===== src/rtl/adc_trig_pkg.sv =====
// Shared types and helpers for the ADC edge trigger engine.
// Contents: trigger state enum, word geometry constants, and saturating
// 8-bit add/subtract used to derive the hysteresis arming threshold.
package adc_trig_pkg;

  typedef enum logic [1:0] {
    IDLE     = 2'd0,
    HOLDOFF  = 2'd1,
    WAIT_ARM = 2'd2,
    ARMED    = 2'd3
  } trig_state_t;

  localparam int SAMPLES_PER_WORD = 8;
  localparam int SUBWORD_W        = 3;

  // a + b, clamped at 255
  function automatic logic [7:0] sat_add8(input logic [7:0] a, input logic [7:0] b);
    logic [8:0] sum;
    sum = {1'b0, a} + {1'b0, b};
    return sum[8] ? 8'hFF : sum[7:0];
  endfunction

  // a - b, clamped at 0
  function automatic logic [7:0] sat_sub8(input logic [7:0] a, input logic [7:0] b);
    return (a >= b) ? (a - b) : 8'h00;
  endfunction

endpackage


===== src/rtl/adc_trig_scan.sv =====
// In-word crossing scan: walks samples oldest to newest, finds the first fire
// after the trigger is armed. Purely combinational (zero latency), no flow control.
// Ports: start_armed - word begins in ARMED; arm/fire - per-sample qualifiers;
//        fire_hit/fire_idx - first qualifying crossing; end_armed - armed at word end.
module adc_trig_scan
  import adc_trig_pkg::*;
(
  input  logic                        start_armed,
  input  logic [SAMPLES_PER_WORD-1:0] arm,
  input  logic [SAMPLES_PER_WORD-1:0] fire,
  output logic                        fire_hit,
  output logic [SUBWORD_W-1:0]        fire_idx,
  output logic                        end_armed
);

  always_comb begin
    logic armed_v;
    armed_v  = start_armed;
    fire_hit = 1'b0;
    fire_idx = '0;
    for (int i = 0; i < SAMPLES_PER_WORD; i++) begin
      if (!fire_hit) begin
        // Fire is tested before arm so a sample that arms cannot also fire
        // on its own index; once a fire is found the rest of the word is ignored.
        if (armed_v && fire[i]) begin
          fire_hit = 1'b1;
          fire_idx = SUBWORD_W'(i);
        end else if (arm[i]) begin
          armed_v = 1'b1;
        end
      end
    end
    end_armed = armed_v;
  end

endmodule


===== src/rtl/adc_edge_trigger.sv =====
// Level/edge trigger with hysteresis and holdoff, forwarding the ADC word stream.
// Latency: 2 cycles (S1 compare register, S2 scan/state/output register).
// No backpressure: one word accepted every clock; trigger is aligned to its word.
// Ports: adc_bus_in/adc_in_valid/adc_eof_in - packed sample stream in (sample 0 oldest);
//        trig_* - trigger configuration; adc_bus/adc_data_valid/adc_eof - delayed stream;
//        trigger_in/trigger_sub_word - crossing pulse and sample index;
//        trig_armed/trig_count - status.
module adc_edge_trigger
  import adc_trig_pkg::*;
#(
  parameter int SAMPLE_W     = 8,
  parameter int WORD_SAMPLES = 8,
  parameter int HOLDOFF_W    = 16
) (
  input  logic                             adc_data_clk,
  input  logic                             adc_reset,
  input  logic [SAMPLE_W*WORD_SAMPLES-1:0] adc_bus_in,
  input  logic                             adc_in_valid,
  input  logic                             adc_eof_in,
  input  logic                             trig_enable,
  input  logic                             trig_edge,
  input  logic [7:0]                       trig_level,
  input  logic [7:0]                       trig_hyst,
  input  logic [HOLDOFF_W-1:0]             trig_holdoff,
  output logic [SAMPLE_W*WORD_SAMPLES-1:0] adc_bus,
  output logic                             adc_data_valid,
  output logic                             adc_eof,
  output logic                             trigger_in,
  output logic [SUBWORD_W-1:0]             trigger_sub_word,
  output logic                             trig_armed,
  output logic [15:0]                      trig_count
);

  localparam int BUS_W = SAMPLE_W * WORD_SAMPLES;

  // ---------------------------------------------------------------------------
  // S1: per-sample threshold compare, registered together with the word and
  // the configuration it was evaluated against.
  // ---------------------------------------------------------------------------
  logic [7:0]                  arm_th;
  logic [SAMPLES_PER_WORD-1:0] arm_c;
  logic [SAMPLES_PER_WORD-1:0] fire_c;

  // Rising arms well below the level, falling arms well above it.
  always_comb begin
    arm_th = trig_edge ? sat_add8(trig_level, trig_hyst)
                       : sat_sub8(trig_level, trig_hyst);
  end

  for (genvar i = 0; i < SAMPLES_PER_WORD; i++) begin : g_cmp
    logic [SAMPLE_W-1:0] smp;
    assign smp       = adc_bus_in[i*SAMPLE_W +: SAMPLE_W];
    assign arm_c[i]  = trig_edge ? (smp >= arm_th)     : (smp <= arm_th);
    assign fire_c[i] = trig_edge ? (smp <= trig_level) : (smp >= trig_level);
  end

  logic [BUS_W-1:0]            s1_bus;
  logic                        s1_vld;
  logic                        s1_eof;
  logic                        s1_en;
  logic [HOLDOFF_W-1:0]        s1_holdoff;
  logic [SAMPLES_PER_WORD-1:0] s1_arm;
  logic [SAMPLES_PER_WORD-1:0] s1_fire;

  always_ff @(posedge adc_data_clk or posedge adc_reset) begin
    if (adc_reset) begin
      s1_bus     <= '0;
      s1_vld     <= 1'b0;
      s1_eof     <= 1'b0;
      s1_en      <= 1'b0;
      s1_holdoff <= '0;
      s1_arm     <= '0;
      s1_fire    <= '0;
    end else begin
      s1_bus     <= adc_bus_in;
      s1_vld     <= adc_in_valid;
      s1_eof     <= adc_eof_in;
      s1_en      <= trig_enable;
      s1_holdoff <= trig_holdoff;
      s1_arm     <= arm_c;
      s1_fire    <= fire_c;
    end
  end

  // ---------------------------------------------------------------------------
  // S2: scan, state machine, output registers.
  // ---------------------------------------------------------------------------
  trig_state_t          state;
  trig_state_t          state_nx;
  logic [HOLDOFF_W-1:0] hold_cnt;
  logic [HOLDOFF_W-1:0] hold_nx;
  logic                 trig_nx;
  logic [SUBWORD_W-1:0] sub_nx;
  logic [15:0]          count_nx;

  logic                 scan_hit;
  logic [SUBWORD_W-1:0] scan_idx;
  logic                 scan_end_armed;

  adc_trig_scan u_scan (
    .start_armed (state == ARMED),
    .arm         (s1_arm),
    .fire        (s1_fire),
    .fire_hit    (scan_hit),
    .fire_idx    (scan_idx),
    .end_armed   (scan_end_armed)
  );

  always_comb begin
    state_nx = state;
    hold_nx  = hold_cnt;
    trig_nx  = 1'b0;
    sub_nx   = trigger_sub_word;
    count_nx = trig_count;

    // The enable travels with its word, so words already accepted while
    // enabled still deliver their trigger after the enable drops.
    if (!s1_en) begin
      state_nx = IDLE;
      hold_nx  = '0;
    end else if (s1_vld) begin
      unique case (state)
        IDLE: begin
          // The enabling word itself is not scanned.
          state_nx = WAIT_ARM;
        end
        HOLDOFF: begin
          hold_nx = hold_cnt - HOLDOFF_W'(1);
          if (hold_cnt <= HOLDOFF_W'(1)) begin
            state_nx = WAIT_ARM;
          end
        end
        WAIT_ARM, ARMED: begin
          if (scan_hit) begin
            trig_nx  = 1'b1;
            sub_nx   = scan_idx;
            count_nx = trig_count + 16'd1;
            if (s1_holdoff == '0) begin
              state_nx = WAIT_ARM;
              hold_nx  = '0;
            end else begin
              state_nx = HOLDOFF;
              hold_nx  = s1_holdoff;
            end
          end else if (scan_end_armed) begin
            state_nx = ARMED;
          end
        end
        default: state_nx = IDLE;
      endcase
    end
  end

  always_ff @(posedge adc_data_clk or posedge adc_reset) begin
    if (adc_reset) begin
      state            <= IDLE;
      hold_cnt         <= '0;
      trigger_in       <= 1'b0;
      trigger_sub_word <= '0;
      trig_count       <= '0;
      adc_bus          <= '0;
      adc_data_valid   <= 1'b0;
      adc_eof          <= 1'b0;
    end else begin
      state            <= state_nx;
      hold_cnt         <= hold_nx;
      trigger_in       <= trig_nx;
      trigger_sub_word <= sub_nx;
      trig_count       <= count_nx;
      adc_bus          <= s1_bus;
      adc_data_valid   <= s1_vld;
      adc_eof          <= s1_eof;
    end
  end

  assign trig_armed = (state == ARMED);

endmodule


===== config.mk =====
export PLATFORM = sky130hd
export DESIGN_NAME = adc_edge_trigger
export DESIGN_NICKNAME = d
export VERILOG_FILES = /design/src/rtl/adc_trig_pkg.sv /design/src/rtl/adc_trig_scan.sv /design/src/rtl/adc_edge_trigger.sv
export SDC_FILE = /design/constraint.sdc
export NUM_CORES = 1
export LEC_CHECK = 0
export BUFFER_PORTS_ARGS = -buffer_cell sky130_fd_sc_hd__buf_2
export CORE_AREA = 2 2 165 183
export DETAILED_ROUTE_END_ITERATION = 8
export DIE_AREA = 0 0 167 185
export GPL_TIMING_DRIVEN = 0
export SLEW_MARGIN = 10
export SYNTH_ARGS = -nofsm -noshare
export SYNTH_HDL_FRONTEND = slang
export SYNTH_SLANG_ARGS = --single-unit

===== constraint.sdc =====
create_clock -name adc_data_clk -period 10 [get_ports adc_data_clk]
set_input_delay 2 -clock adc_data_clk [delete_from_list [all_inputs] [get_ports adc_data_clk]]
set_output_delay 2 -clock adc_data_clk [all_outputs]
set_load 0.005 [all_outputs]

## Word level (Yosys, flattened, before mapping)

Cells that the tools add are included.

| storage, ports and cells | value |
|---|---|
| register bits after elaboration | 203 |
| input bits | 102 |
| output and inout bits | 87 |
| logic and storage cells | 162 |

| operators by class | value |
|---|---|
| add/sub/neg operators | 4 |
| magnitude comparators | 34 |
| equality and inequality tests | 8 |
| multiplexer cells | 87 |
| reduce and logical (&&, ||, !) cells | 14 |

Operator list:

| cell | number |
|---|---|
| >= comparator 8 bit | 17 |
| <= comparator 8 bit | 16 |
| two-way mux 16 bit | 4 |
| two-way mux 1 bit | 59 |
| two-way mux 3 bit | 13 |
| case mux 16 bit (2 select lines) | 1 |
| two-way mux 8 bit | 3 |
| adder 16 x 1 -> 16 bit, second input constant | 1 |
| <= comparator 16 x 1 -> 1 bit, second input constant | 1 |
| logical NOT 16 bit | 1 |
| subtractor 16 x 1 -> 16 bit, second input constant | 1 |
| two-way mux 2 bit | 6 |
| adder 8 x 8 -> 9 bit | 1 |
| logical AND 1 bit | 8 |
| subtractor 8 bit | 1 |
| inequality test 3 bit, second input constant | 2 |
| case mux 2 bit (3 select lines) | 1 |
| AND reduction 3 bit | 2 |
| equality test 2 bit, second input constant | 2 |
| inequality test 4 bit, second input constant | 1 |
| AND reduction 4 bit | 1 |
| inequality test 3 x 1 -> 1 bit, second input constant | 1 |
| equality test 2 x 1 -> 1 bit, second input constant | 1 |
| logical NOT 2 bit | 1 |
| 2 further kinds | 2 |

## Depth between registers and ports, before layout

Gate-level depths: netlist (run 1).

| depth | value |
|---|---|
| depth in word-level cells | 29 |
| depth in mapped cells | 19 |
| depth with buffers taken out | 19 |

## Cells and area by module

A second synthesis (run 1) with hierarchy kept.

| unflattened totals | value |
|---|---|
| cell total of the unflattened synthesis | 951 |
| area, all modules | 10551.4 um^2 |

Modules (own cells, without submodules):

| module | instances | cells each | area an instance (um^2) | seq. area each (um^2) |
|---|---|---|---|---|
| adc_edge_trigger | 1 | 912 | 10302.4 | 5079.9 |
| adc_trig_scan | 1 | 39 | 249.0 | 0.0 |

## Worst setup path after synthesis (run 1)

OpenSTA, ideal clock, no wires.

| timing path | value |
|---|---|
| kind | input -> register |
| start point | input port trig_level[1] |
| end point | register s1_arm[0] |
| library setup time | 136 ps |
| arrival time | 5487 ps |
| data required time | 9864 ps |
| slack | 4376 ps |
| stages on the path | 15 |
| buffers on the path | 0 |
| cell sequence | inv_1 > fa_1 > o21bai_1 > a21oi_1 > o21bai_1 > a2111oi_0 > nor3_1 > a211oi_1 > ha_1 > o21a_1 > o21a_1 > o21a_1 > o21bai_1 > a21oi_1 > or3b_2 |

| on the way | value |
|---|---|
| word-level cells in the longest chain between the ends | 5 |
| elaborated cells on any way between the ends | 9 |
| those cells by class | 2 x add/sub; 3 x order compare; 4 x mux |

Ends and longest elaborated chain:

| what | line | text |
|---|---|---|
| from (decl) | adc_edge_trigger.sv:22 | `input logic [7:0] trig_level,` |
| adder 8 x 8 -> 9 bit, or another cell as far along | adc_trig_pkg.sv:19 | `sum = {1'b0, a} + {1'b0, b};` |
| two-way mux 8 bit (on tied branches) | adc_trig_pkg.sv:20, adc_trig_pkg.sv:25 |  |
| two-way mux 8 bit (*) | adc_edge_trigger.sv:46 | `arm_th = trig_edge ? sat_add8(trig_level, trig_hyst)` |
| <= comparator 8 bit / >= comparator 8 bit (equally long branches) | adc_edge_trigger.sv:53 | `assign arm_c[i] = trig_edge ? (smp >= arm_th) : (smp <= arm_th);` |
| two-way mux 1 bit (*) | adc_edge_trigger.sv:53 |  |
| net arm_c[0] | adc_edge_trigger.sv:41 | `logic [SAMPLES_PER_WORD-1:0] arm_c;` |
| to (signal assigned) | adc_edge_trigger.sv:80 | `s1_arm <= arm_c;` |
| to (decl) | adc_edge_trigger.sv:62 | `logic [SAMPLES_PER_WORD-1:0] s1_arm;` |

The timed path passes the listed nets; every way through them passes the cells marked *.
A chain may end at the register's enable or synchronous reset.

## Final worst setup path (run 1)

| timing path | value |
|---|---|
| start point | input port trig_level[1] |
| end point | register s1_arm[2] |

The elaborated chain is that of the path after synthesis.

==> out/metrics.yaml, run 1 <==
run_status:
  status: "completed"
synth:
  seq_area_frac_synth_pct: 50.4
  synth_ff_type: "dfrtp_1"
  synth_top_area_share_pct: 50.4
  synth_cell_type_count: 63
  synthesis.nets: 1124
  synth_area_leaders: "dfrtp_1 (50%), ha_1 (18%), o21ai_0 (2.8%)"
  synthesis.area_sq_um: 10100
  yosysTopAreaCell: "dfrtp_1"
  synth_edf_count: 0
  yosys_warnings: 0
  ys_top_cells_by_count: "dfrtp_1 (203), ha_1 (147), o21ai_0 (56), a21oi_1 (50), inv_1 (38)"
  yosys.cell_count.top_type: "dfrtp_1"
  postSynthCellCount: 873
  ys_ff_latch: 203
  synthArstFlopShare_pct: 100
  avgSynthCellArea_sq_um: 11.5
grt:
  antenna_found_initial: 1
  first_global_vias: 7672
  grt_max_degree: 110
  overflow: 0
  grt_pass1_wl_microns: 42300
  grt_use_total_pct: 17.6
setup_path:
  worstPathMaxFanout: 9
  path_class: "in -> reg"
  setup.worst_path.end_class: "register"
  timing.rr.start: "state[0]"
  cp-startpoint: "trig_level[1]"
  required_ns: 10.38
  worstSetupStartpointType: "primary input"
  cp.arrival_ns: 6.89
die:
  fp.dieH_microns: 185
  start_util_pct: 34.6
  die_area_sq_um: 30900
  core-area_sq_um: 29200
  ios: 189
  die_w_microns: 167
  rows: 66
placed_design:
  io_buffers: 188
  dp_hpwl_microns: 20200
  dp.cells: 1439
  placed_area_sq_um: 11600
  gp_congestion: 0.870
timing:
  fin_crit_sh_pct: 65.1
  clock-skew-final_ns: 0.00996
  hold_viol_final: 0
  rsz0062_at_grt: "false"
  slew_headroom_pct: 11.0
  layout_min_cycle_time_ns: 6.51
  setup_violations: 0
  max_freq_mhz: 154
  worst_slew_pin_slew_ns: 1.34
  setup_tns_ns: 0
  maxSlewViolCount: 0
layout:
  drive_gt1_share_pct: 23.3
  syn2layout_area_growth_pct: 22.8
  fin_cells: 1482
  fin_nets: 1342
  fin_util_pct: 42.4
  diodes: 0
  seq_area_sq_um: 5080
  fin_area_sq_um: 12400
  multi_input_area_sq_um: 4790
  nFillCells: 2799
detailed_routing:
  vias_per_cell: 5.17
  drt_first_pass_iters: 5
  drt-total-wl_microns: 27300
  drc_errors: 0
  drt_iter0_markers: 387
  num_vias: 7658
  ant_nets: 0
  routedWlPerCell_microns: 18.4
clock_network:
  htree_levels: 1
  cts_tree: "yes"
  clock-sinks: 203
  cts-root-buf: "clkbuf_16"
  clk_latency_ns: 0.52
  clkTransAtPathRegs_ns: 0.06
  cts_hold_buf: 0
  cts_setup_buffers: 0
  cts_inserted_buffers: 24
  cts_resized: 0
  clock_path_buffers: 3
job:
  max_cap_violations: 0
hold_path:
  min_from: "s1_bus[20]"
  holdCritPathClass: "reg -> reg"
power_and_ir_drop:
  p_leak_nw: 6.00
  max-vdd-ir-drop_v: 0.000156
  cellPowerDensity_nw_per_um2: 191
  power.total_w: 0.00236
## layout by cell type (no fill, tap or decap), types with 21 or more instances in the layout
master and instances:
a21oi_1 50, clkbuf_16 25, buf_2 193, nand4_1 34, dfrtp_1 203, xnor2_1 27
o21ai_0 56, nor2_1 28, inv_1 37, ha_1 147, nand3_1 21, a21o_1 26
nand2_1 34
## critical path, stage by stage
cell and delay (ns):
buf_2 0.14, inv_1 0.44, fa_1 0.34, o21bai_1 0.08, a21oi_1 0.31, o21bai_1 0.12, a2111oi_0 0.59, o21ai_0 0.19
a21oi_1 0.91, ha_1 0.41, nor2b_1 0.14, o21a_1 0.16, o21a_1 0.17, o21a_1 0.16, o21bai_1 0.18, a21oi_1 0.09
or3b_2 0.47
## metrics by stage
stage          hold slack (ns)  setup slack (ns)
3_3_place_gp             0.332             0.214
5_1_grt                  0.345              3.29
2_1_floorplan            0.331              2.46
4_1_cts                  0.343              3.53
6_report                 0.340              3.49
3_5_place_dp             0.335              3.00
## kinds of logic after synthesis
logic type / count (synthesis) / share of synthesized area (%)
AO/OA/AOI/OAI: 223 / 14.5
XOR/XNOR: 29 / 2.52
adder cells (fa/ha/maj): 149 / 18.7
buffers and inverters: 53 / 2.17
flip-flops: 203 / 50.4
multiplexers: 3 / 0.310
AND/OR/NAND/NOR: 213 / 11.5
## final timing paths
kind / slack [ns] / end / cells after the start
max: 3.49 / s1_arm[2] / 17
min: 0.34 / adc_bus[20] / 0
max reg2reg: 7.32 / hold_cnt[12] / 9
min reg2reg: 0.34 / adc_bus[20] / 0
max in group asynchronous: 7.47 / s1_bus[19] / 3
min in group asynchronous: 1.58 / trig_count[6] / 2
## area by class of cell
type	count	share of cell area, %
Sequential cell	203	41.1
Multi-Input combinational cell	617	38.8
Timing Repair Buffer	192	7.99
Clock buffer	30	5.37
Tap cell	374	3.78
Clock inverter	13	1.22
Inverter	38	1.21
Buffer	15	0.617
## metal layers
| metal | wire (microns) | up-vias | track usage (%) |
|---|---|---|---|
| met3 | 1780 | 53 | 3.31 |
| met2 | 12700 | 262 | 29.4 |
| met1 | 12000 | 3673 | 23.0 |
| met5 | 8 | - | 0 |
| met4 | 858 | 2 | 5.83 |
| li1 | - | 3668 | - |
## state kept, by name, summed over array words and instances (netlist names)
| name | count |
|---|---|
| adc_bus | 64 |
| s1_bus | 64 |
| hold_cnt | 16 |
| s1_holdoff | 16 |
| trig_count | 16 |
| s1_arm | 8 |
| s1_fire | 8 |
| trigger_sub_word | 3 |
| state | 2 |
| adc_data_valid | 1 |
| adc_eof | 1 |
| s1_en | 1 |
| s1_eof | 1 |
| s1_vld | 1 |
| trigger_in | 1 |
## power breakdown
part	internal (W)	switching [W]
sequential	0.000896	0.0000504
combinational	0.000221	0.000299
clock	0.000548	0.000343
total	0.00167	0.000693
Power figures use the tool's default switching activity.
==> run 2: changes to the inputs <==
ABC_AREA = 1   (was not set)
CORE_AREA = 2 2 169 187   (was 2 2 165 183)
DIE_AREA = 0 0 171 189   (was 0 0 167 185)
clock period = 6.35 ns   (was 10 ns; I/O delays follow)
==> run 2 against run 1 <==
  * Utilization increased by 0.36 points
  * Combinational power is 85% higher
  * Count of clock-buffer cells in the layout down 1
  * Register-to-register slack worse by 3.0 ns
  * First-iteration DRC count up 30%
  * Via count grew 8.3%
  * Non-clock buffer count up 1
  * Cell count up 17%
  * Final area increased by 5.0%
==> out/metrics.yaml, run 2 <==
setup_path:
  critPathTopFamily: "compound AO/OA/AOI/OAI gates"
  cp_slowest_stage_delay_ns: 0.73  # -0.18 ns
  rr_worst_depth: 12  # +3
  r2r_slack_ns: 4.30  # -3.02 ns
  cp.arrival_ns: 5.17  # -1.72 ns
  timing.rr.start: "state[1]"
  cp_cell_sequence: "buf_2 > inv_1 > fa_1 > nor2_1 > o21ai_0 > nand2_1 > nand4_1 > nand2_1 > nor2_1 > nand2_1 > o21ai_1 > ha_1 > nand2_1 > nor2_1 > a211oi_1 > nand2_1 > nand2_1 > o211ai_1"
  cpMostUsedCell: "nand2_1"
  r2r_end: "trig_count[9]"
  crit_buf_inv: 2  # unchanged
  slowest_stage: "o21ai_1"
  worstSetupStartpointType: "primary input"
  required_ns: 6.75  # -3.63 ns
  worstPathMaxFanout: 9  # unchanged
  path_class: "in -> reg"
  setup.worst_path.end_class: "register"
layout:
  final_cell_mix: "nand2_1 (211), dfrtp_1 (203), buf_2 (190)"
  syn2layout_area_growth_pct: 23.3
  final_common_cell: "nand2_1"
  drive_gt1_share_pct: 21.3  # -1.9 points
  fin_util_pct: 42.8  # +0.36 points
  reg_top3: "adc_bus: 64 flops, s1_bus: 64 flops"
  fin_cells: 1741  # +17%
  fin_nets: 1558  # +16%
grt:
  grt_use_total_pct: 17.4  # -0.20 points
  grt_pass1_wl_microns: 43800  # +3.6%
  first_global_vias: 8502  # +11%
  grt_max_degree: 41  # -63%
  overflow: 0  # unchanged
  antenna_found_initial: 4  # +3
power_and_ir_drop:
  p_leak_nw: 6.48  # +8.0%
  max-vdd-ir-drop_v: 0.000174  # +12%
  clockPowerShare_pct: 37.4  # -0.4 points
  p_switching_w: 0.00126  # +82%
  cell_internal_pwr_w: 0.00271  # +63%
  pwr-share-seq_pct: 38.4  # -1.7 points
  netSwitchingFraction_pct: 31.8  # +2.4 points
  cellPowerDensity_nw_per_um2: 306  # +60%
  share_comb_of_total_power_pct: 24.2  # +2.2 points
  power.total_w: 0.00397  # +68%
clock_network:
  cts-root-buf: "clkbuf_16"
  cts_inserted_buffers: 25  # +4.2%
  clk_latency_ns: 0.52  # about the same
  cts_setup_buffers: 0  # unchanged
  cts_resized: 0  # unchanged
  htree_levels: 1  # unchanged
  clkTransAtPathRegs_ns: 0.06  # about the same
  cts_hold_buf: 0  # unchanged
  clock-sinks: 203  # unchanged
  cts_tree: "yes"
  clock_path_buffers: 3  # unchanged
run_status:
  status: "completed"
detailed_routing:
  highest_layer: "met5"
  drt_iter0_markers: 505  # +30%
  drt-total-wl_microns: 27400  # +0.29%
  routedWlPerCell_microns: 15.7  # -15%
  num_vias: 8294  # +8.3%
  wl_met3_microns: 1750  # -1.9%
  drt_first_pass_iters: 5  # unchanged
  vias_per_cell: 4.76  # -7.8%
  drc_errors: 0  # unchanged
  ant_nets: 0  # unchanged
  route.met2.wl_microns: 13900  # +9.5%
  wl_met1_microns: 11300  # -5.6%
die:
  ios: 189  # unchanged
  start_util_pct: 34.7  # +0.15 points
  die_area_sq_um: 32300  # +4.6%
  rows: 67  # +1.5%
  fp.dieH_microns: 189  # +2.2%
  core-area_sq_um: 30300  # +4.1%
  die_w_microns: 171  # +2.4%
synth:
  synth_ff_type: "dfrtp_1"
  synthesis.nets: 1337  # +19%
  synth-simple-area-share_pct: 17.7  # +6.3 points
  seq_area_frac_synth_pct: 48.2  # -2.2 points
  synth_edf_count: 0  # unchanged
  synth-adder-area-share_pct: 17.8  # -0.82 points
  ys_ff_latch: 203  # unchanged
  ys_top_cells_by_count: "nand2_1 (211), dfrtp_1 (203), ha_1 (147), inv_1 (98), nor2_1 (75)"
  synth_area_leaders: "dfrtp_1 (48%), ha_1 (17%), nand2_1 (7.5%)"
  yosys_warnings: 0  # unchanged
  post_synth_xor_area_fraction_pct: 1.91  # -0.61 points
  synth_top_family_by_area: "adder cells"
  avgSynthCellArea_sq_um: 9.70  # -16%
  synth_compound_area_share_pct: 9.67  # -4.8 points
  synthArstFlopShare_pct: 100  # unchanged
  yosysTopAreaCell: "dfrtp_1"
  yosys.cell_count.top_type: "nand2_1"
  synth_cell_type_count: 43  # -32%
  synth_top_area_share_pct: 48.2  # -2.2 points
  postSynthCellCount: 1086  # +24%
  synthMuxAreaShare_pct: 0  # -0.31 points
  synthesis.area_sq_um: 10500  # +4.6%
placed_design:
  gp_congestion: 0.885  # +1.7%
  io_buffers: 188  # unchanged
  dp.cells: 1694  # +18%
  dp_hpwl_microns: 21300  # +5.5%
  place_ws_ns: 0.776  # -2.23 ns
timing:
  setup_tns_ns: 0  # unchanged
  slew_headroom_pct: 34.5  # +24 points
  clock-skew-final_ns: 0.0109  # +0.000980 ns
  worst_slew_pin_slew_ns: 0.975  # -0.360 ns
  layout_setup_ws_ns: 1.58  # -1.91 ns
  setup_violations: 0  # unchanged
  maxSlewViolCount: 0  # unchanged
  hold_viol_final: 0  # unchanged
  rsz0062_at_grt: "false"
  layout_min_cycle_time_ns: 4.77
  fin_crit_sh_pct: 75.1
  max_freq_mhz: 210
job:
  max_cap_violations: 0  # unchanged
hold_path:
  holdCritPathClass: "reg -> reg"
  min_to: "adc_bus[26]"
  min_from: "s1_bus[26]"
  min_path_cells: 0  # unchanged
==> run 2: final cells by class <==
type / instances / area (sq um)
Buffer: 14 / 97.6
Antenna cell: 1 / 2.50
Fill cell: 2984 / 17400
Timing Repair Buffer: 194 / 1060
Sequential cell: 203 / 5080
Clock inverter: 17 / 218
Multi-Input combinational cell: 765 / 4970
Tap cell: 414 / 518
Inverter: 104 / 394
Clock buffer: 29 / 651
==> run 2: cells by family after synthesis <==
family,after synthesis
compound gates,180
flops,203
xor+xnor,23
fa+ha+maj,149
simple gates,413
buf+inv,118
==> run 2: per-stage QoR <==
stage	hold WS, ns	area (sq um)
finish	0.342	13000
floorplan	0.331	10500
CTS	0.346	13000
global placement	0.331	12000
detailed placement	0.335	12100
global route	0.352	13000
==> run 2: worst max-delay path by stage <==
stage	startpoint	endpoint	slack [ns]	cells past startpoint
after floorplan	trig_hyst[2]	s1_arm[5]	2.29	18
after global placement	trig_level[1]	s1_arm[4]	0.89	18
after detailed placement	trig_level[1]	s1_arm[4]	0.78	18
after CTS	trig_level[1]	s1_arm[6]	1.35	18
after global routing	trig_level[1]	s1_arm[3]	1.18	18
final	trig_level[1]	s1_arm[3]	1.58	18
==> run 2: worst reg2reg max path, cell delays in order (launching register included) <==
cell and delay, ns:
dfrtp_1 0.37, buf_6 0.14, nand2_4 0.12, nand4_2 0.15
nor2_2 0.16, nand4_2 0.14, nand2_1 0.17, nand3_4 0.12
nand2_2 0.20, inv_2 0.08, buf_6 0.15, nand3_1 0.07
nand2_1 0.06
==> run 2: power groups by stage <==
stage | clock [W] | sequential (W) | combinational (W)
3_5_place_dp | 0 | 0.00155 | 0.000967
5_1_grt | 0.00159 | 0.00154 | 0.00112
6_report | 0.00149 | 0.00152 | 0.000962
2_1_floorplan | 0 | 0.00153 | 0.000670
3_3_place_gp | 0 | 0.00154 | 0.000931
4_1_cts | 0.00153 | 0.00152 | 0.000970
==> run 2: metal layers <==
metal  GRT usage, %  up-vias
met5              0        -
met2           31.6      208
met3           3.51       40
li1               -     4122
met1           21.2     3918
met4           3.46        6
